`src/rtl/trisc_ctrl.sv`:
```
// TRISC fetch/decode/execute sequencer driving the accumulator strobes.
// Optional single-step port enabled by defining TRISC_CTRL_STEP_EN.
module trisc_ctrl #(
    parameter int N    = 4,
    parameter int OP_W = 4
) (
    input  logic            clk,
    input  logic            reset,
`ifdef TRISC_CTRL_STEP_EN
    input  logic            step,
`endif
    input  logic [OP_W+N-1:0] instr,
    input  logic [N-1:0]    acc_q,
    output logic [N-1:0]    pc,
    output logic            acc_clear,
    output logic            acc_load,
    output logic            acc_inc,
    output logic            acc_ab,
    output logic [N-1:0]    acc_b,
    output logic            halted,
    output logic [1:0]      state_o
);

    typedef enum logic [1:0] {
        FETCH  = 2'd0,
        DECODE = 2'd1,
        EXEC   = 2'd2,
        HALT   = 2'd3
    } state_t;

    localparam logic [OP_W-1:0] OP_CLR  = OP_W'(1);
    localparam logic [OP_W-1:0] OP_LDI  = OP_W'(2);
    localparam logic [OP_W-1:0] OP_LDA  = OP_W'(3);
    localparam logic [OP_W-1:0] OP_INC  = OP_W'(4);
    localparam logic [OP_W-1:0] OP_JMP  = OP_W'(5);
    localparam logic [OP_W-1:0] OP_JZ   = OP_W'(6);
    localparam logic [OP_W-1:0] OP_HALT = OP_W'(7);

    state_t              state, state_d;
    logic [OP_W+N-1:0]   ir, ir_d;
    logic [OP_W-1:0]     op_q, op_d;
    logic [N-1:0]        opnd_q, opnd_d;
    logic [N-1:0]        pc_d, acc_b_d;
    logic                clr_d, ld_d, inc_d, ab_d;
    logic                go;

`ifdef TRISC_CTRL_STEP_EN
    assign go = step;
`else
    assign go = 1'b1;
`endif

    always_ff @(posedge clk) begin
        if (reset) begin
            state     <= FETCH;
            ir        <= '0;
            op_q      <= '0;
            opnd_q    <= '0;
            pc        <= '0;
            acc_b     <= '0;
            acc_clear <= 1'b0;
            acc_load  <= 1'b0;
            acc_inc   <= 1'b0;
            acc_ab    <= 1'b0;
        end else begin
            state     <= state_d;
            ir        <= ir_d;
            op_q      <= op_d;
            opnd_q    <= opnd_d;
            pc        <= pc_d;
            acc_b     <= acc_b_d;
            acc_clear <= clr_d;
            acc_load  <= ld_d;
            acc_inc   <= inc_d;
            acc_ab    <= ab_d;
        end
    end

    // Strobes are decoded from ir on the DECODE edge so they land
    // registered exactly in the EXEC cycle.
    always_comb begin
        state_d = state;
        ir_d    = ir;
        op_d    = op_q;
        opnd_d  = opnd_q;
        pc_d    = pc;
        acc_b_d = acc_b;
        clr_d   = 1'b0;
        ld_d    = 1'b0;
        inc_d   = 1'b0;
        ab_d    = 1'b0;
        unique case (state)
            FETCH: begin
                if (go) begin
                    ir_d    = instr;
                    pc_d    = pc + N'(1);
                    state_d = DECODE;
                end
            end
            DECODE: begin
                op_d    = ir[OP_W+N-1:N];
                opnd_d  = ir[N-1:0];
                acc_b_d = ir[N-1:0];
                state_d = EXEC;
                case (ir[OP_W+N-1:N])
                    OP_CLR: clr_d = 1'b1;
                    OP_LDI: begin
                        ld_d = 1'b1;
                        ab_d = 1'b1;
                    end
                    OP_LDA: ld_d  = 1'b1;
                    OP_INC: inc_d = 1'b1;
                    default: ;
                endcase
            end
            EXEC: begin
                state_d = FETCH;
                case (op_q)
                    OP_JMP:  pc_d = opnd_q;
                    OP_JZ: begin
                        if (acc_q == '0) pc_d = opnd_q;
                    end
                    OP_HALT: state_d = HALT;
                    default: ;
                endcase
            end
            HALT: state_d = HALT;
            default: state_d = FETCH;
        endcase
    end

    assign halted  = (state == HALT);
    assign state_o = state;

endmodule
```
`config.mk`:
```
export PLATFORM = sky130hd
export DESIGN_NAME = trisc_ctrl
export DESIGN_NICKNAME = d
export VERILOG_FILES = /design/src/rtl/trisc_ctrl.sv
export SDC_FILE = /design/constraint.sdc
export NUM_CORES = 1
export LEC_CHECK = 0
export BUFFER_PORTS_ARGS = -buffer_cell sky130_fd_sc_hd__clkbuf_2
export CAP_MARGIN = 5
export CORE_UTILIZATION = 45
export CTS_CLUSTER_SIZE = 40
export DETAILED_ROUTE_END_ITERATION = 8
export HOLD_SLACK_MARGIN = 0.1
export PLACE_DENSITY = 0.74
export SKIP_LAST_GASP = 1
export SYNTH_ARGS = -nofsm -noshare
export SYNTH_HDL_FRONTEND = slang
export SYNTH_SLANG_ARGS = --single-unit
```
`constraint.sdc`:
```
create_clock -name clk -period 1.7 [get_ports clk]
set_clock_uncertainty 0.2 [all_clocks]
set_input_delay 0.255 -clock clk [delete_from_list [all_inputs] [get_ports clk]]
set_output_delay 0.255 -clock clk [all_outputs]
set_load 0.005 [all_outputs]
```
==> flow_summary_export.csv <==
group,metric,value,unit
power_and_ir_drop,pwr_density_cell,892,nW/um^2
detailed_routing,drc,0,
worst_setup_path,worstPathRequired,1.73,ns
finish,nets,197,
timing,worst_pin_slew,0.507,ns
cts,htree_levels,1,
timing,maxSlewHeadroom,0.661,
timing,setup_viol,3,
cts,clock_path_buffers,2,
detailed_routing,wire_per_inst,13.9,um
place,place_congestion,0.909,
global_route,grt_max_degree,24,
worst_setup_path,startpoint_type,"register",
timing,setup_ws,-0.0737,ns
hold_path,whs_path_depth,5,
synth,syn-num-nets,141,
finish,final_cell_mix,"clkbuf_2 (28), nand2_1 (26), a21oi_1 (21), dfxtp_1 (21), buf_4 (19)",
detailed_routing,drt-initial-drc-count,17,
place,portBuffers,28,
timing,finalMaxSlewViolations,0,
worst_setup_path,cp_max_fo,5,
cts,cts_buffers,3,
synth,synthDistinctLibCells,30,
worst_setup_path,cp_cell_sequence,"or4b_4 > o211a_4 > o311ai_4 > o41ai_1",
synth,syn_area,1060,um^2
finish,drive_gt1_frac,0.359,
worst_setup_path,reg2reg_from,"op_q[0]$_SDFFE_PP0N_",
synth,synth_compound_area_frac,0.234,
synth,synth_top_family_by_area,"compound AO/OA/AOI/OAI gates",
synth,synth_adder_area_share,0.0118,
floorplanning,die_x,50.6,um
global_route,antenna_found_initial,0,
synth,synth_xor_area_frac,0,
flow_run,drv_cap,0,
worst_setup_path,r2r_cells,4,
hold_path,hp-start,"acc_q[3]",
worst_setup_path,slowest_delay,0.49,ns
finish,regArea,527,um^2
place,dp_cells,192,
timing,period_share,1.04,
worst_setup_path,worstSetupPathType,"reg2reg",
synth,muxShareOfSynthArea,0.00940,
detailed_routing,postRouteAntennaNets,0,
worst_setup_path,slowest_stage,"or4b_4",
floorplanning,core,2210,um^2
place,hpwl,1950,um
synth,synthCells,126,
detailed_routing,dr_total_vias,1131,
timing,fin_crit,1.77,ns
cts,clock_latency,0.33,ns
timing,hold_violations,0,
cts,cts_tree,"done",
power_and_ir_drop,ir_drop,0.000668,V
floorplanning,rows,17,
global_route,grt-ovfl-total,0,
worst_setup_path,worstReg2RegEnd,"pc[3]$_SDFFE_PP0P_",
power_and_ir_drop,leakage,0.637,nW
detailed_routing,vias_per_cell,5.41,
finish,final_common_cell,"clkbuf_2",
floorplanning,io_pins,29,
floorplanning,die_h,50.6,um
timing,fmaxAchievable,564,MHz
finish,fin_cells,209,
global_route,grt_use_total,0.245,
floorplanning,start_util,0.481,
finish,syn2layout_area_growth,45.4,%
finish,postLayoutCoreUtil,0.700,
synth,yosysWarnings,0,
cts,cts.sinks,26,
detailed_routing,first_pass_iters,4,
cts,cts_root_buffer,"clkbuf_4",
finish,fill_cells,189,
outcome,status,"finished with violations",
synth,syn-mean-instance-area,8.45,um^2
synth,ys_seq_elements,26,
timing,rsz0062_at_grt,"yes",
worst_setup_path,reg2reg_slack,-0.07,ns
detailed_routing,finalWirelength,2910,um
worst_setup_path,worstPathArrival,1.80,ns
floorplanning,die_area,2560,um^2
worst_setup_path,end_kind,"register",
synth,seq_area_frac_synth,0.489,
finish,multi_input_area,531,um^2
global_route,grt_pass1_wl,4680,um
synth,synth-simple-area-share,0.220,
finish,n_antenna_cell,0,
hold_path,hold_class,"in2reg",
outcome,violations,"negative setup slack",
hold_path,min_to,"pc[1]$_SDFFE_PP0P_",
cts,clk_pin_slew,0.15,ns
global_route,first_global_vias,1104,
per-stage QoR:
step                TNS, ns  total power, W  setup slack (ns)  hold WS [ns]  area [um^2]
finish               -0.211         0.00138           -0.0737         0.238         1550
global route         -0.362         0.00143           -0.0932         0.242         1550
CTS                 -0.0900         0.00135           -0.0435         0.212         1500
detailed placement   -0.334        0.000917            -0.121         0.249         1340
global placement     -0.203        0.000907           -0.0949         0.236         1340
floorplan                 0        0.000805           0.00424         0.133         1080
state kept, by name, indices dropped and copies added, names as in the netlist:
signal / count
acc_inc: 1
acc_load: 1
acc_clear: 1
pc: 4
opnd_q: 4
op_q: 4
ir: 8
acc_ab: 1
state_o: 2
critical path: cells and delay by family, from the launching register on:
kind	cells	cell delay (ns)
DFF	1	0.36
AOI/OAI and AO/OA	3	0.62
and+or+nand+nor	1	0.49
Yosys cell counts, drive strengths merged:
cell | n | area [um^2]
or3 | 1 | 6.26
or3b | 1 | 8.76
buf | 1 | 5.00
o41ai | 1 | 8.76
a211o | 1 | 8.76
nor3 | 2 | 10.0
nand3 | 3 | 15.0
ha | 1 | 12.5
nand2b | 1 | 6.26
a21oi | 22 | 110
inv | 4 | 15.0
dfxtp | 26 | 521
or4b | 2 | 23.8
a31oi | 1 | 6.26
o211ai | 1 | 7.51
nor2b | 2 | 12.5
o211a | 1 | 17.5
nor2 | 5 | 18.8
mux2i | 1 | 10.0
clkbuf | 5 | 18.8
a311oi | 1 | 8.76
a211oi | 1 | 7.51
o21ai | 10 | 50.1
o311ai | 1 | 16.3
nand2 | 26 | 97.6
nand4 | 1 | 6.26
or4bb | 1 | 11.3
o31ai | 1 | 7.51
nor4b | 2 | 17.5
metal layers:
metal  vias up  global-route usage  share of wire
li1        558                   -              -
met1       548               0.291           0.44
met2        20               0.442           0.52
met3         5              0.0273          0.024
met4         0              0.0972          0.014
met5         -                   0              0
cell families after synthesis:
family                   count (synthesis)
AO/OA/AOI/OAI                           41
multiplexers                             1
buffers and inverters                   10
flip-flops                              26
AND/OR/NAND/NOR                         47
adder cells (fa/ha/maj)                  1
power by group:
group	internal [W]	leakage [nW]	switching, W
Sequential	0.000649	0.215	0.0000292
Combinational	0.000133	0.395	0.000141
Clock	0.000239	0.0279	0.000191
timing repair:
action | CTS | global route
endpoints found under the setup margin | 5 | 5
endpoints found under the hold margin | 12 | 0
buffers inserted | 1 | 3
hold buffers | 9 | 0
pin swaps | 0 | 5
gates resized for setup | 3 | 7
worst max-delay path by stage:
stage                     cells past startpoint                  start                 end
after floorplan                               6  state_o[1]$_SDFF_PP0_  pc[2]$_SDFFE_PP0P_
after global placement                        5               acc_q[0]  pc[2]$_SDFFE_PP0P_
after detailed placement                      5               acc_q[0]  pc[3]$_SDFFE_PP0P_
after CTS                                     4   op_q[3]$_SDFFE_PP0N_  pc[3]$_SDFFE_PP0P_
after global routing                          4   op_q[0]$_SDFFE_PP0N_  pc[0]$_SDFFE_PP0P_
final                                         4   op_q[0]$_SDFFE_PP0N_  pc[3]$_SDFFE_PP0P_
final cells by class:
cell class,count,area share
Sequential cell,26,0.340
Multi-Input combinational cell,90,0.343
Tap cell,28,0.0226
Clock inverter,1,0.0194
Timing Repair Buffer,57,0.248
Clock buffer,3,0.0146
Inverter,4,0.0121
Note: power is estimated with default switching activity, not from simulation.
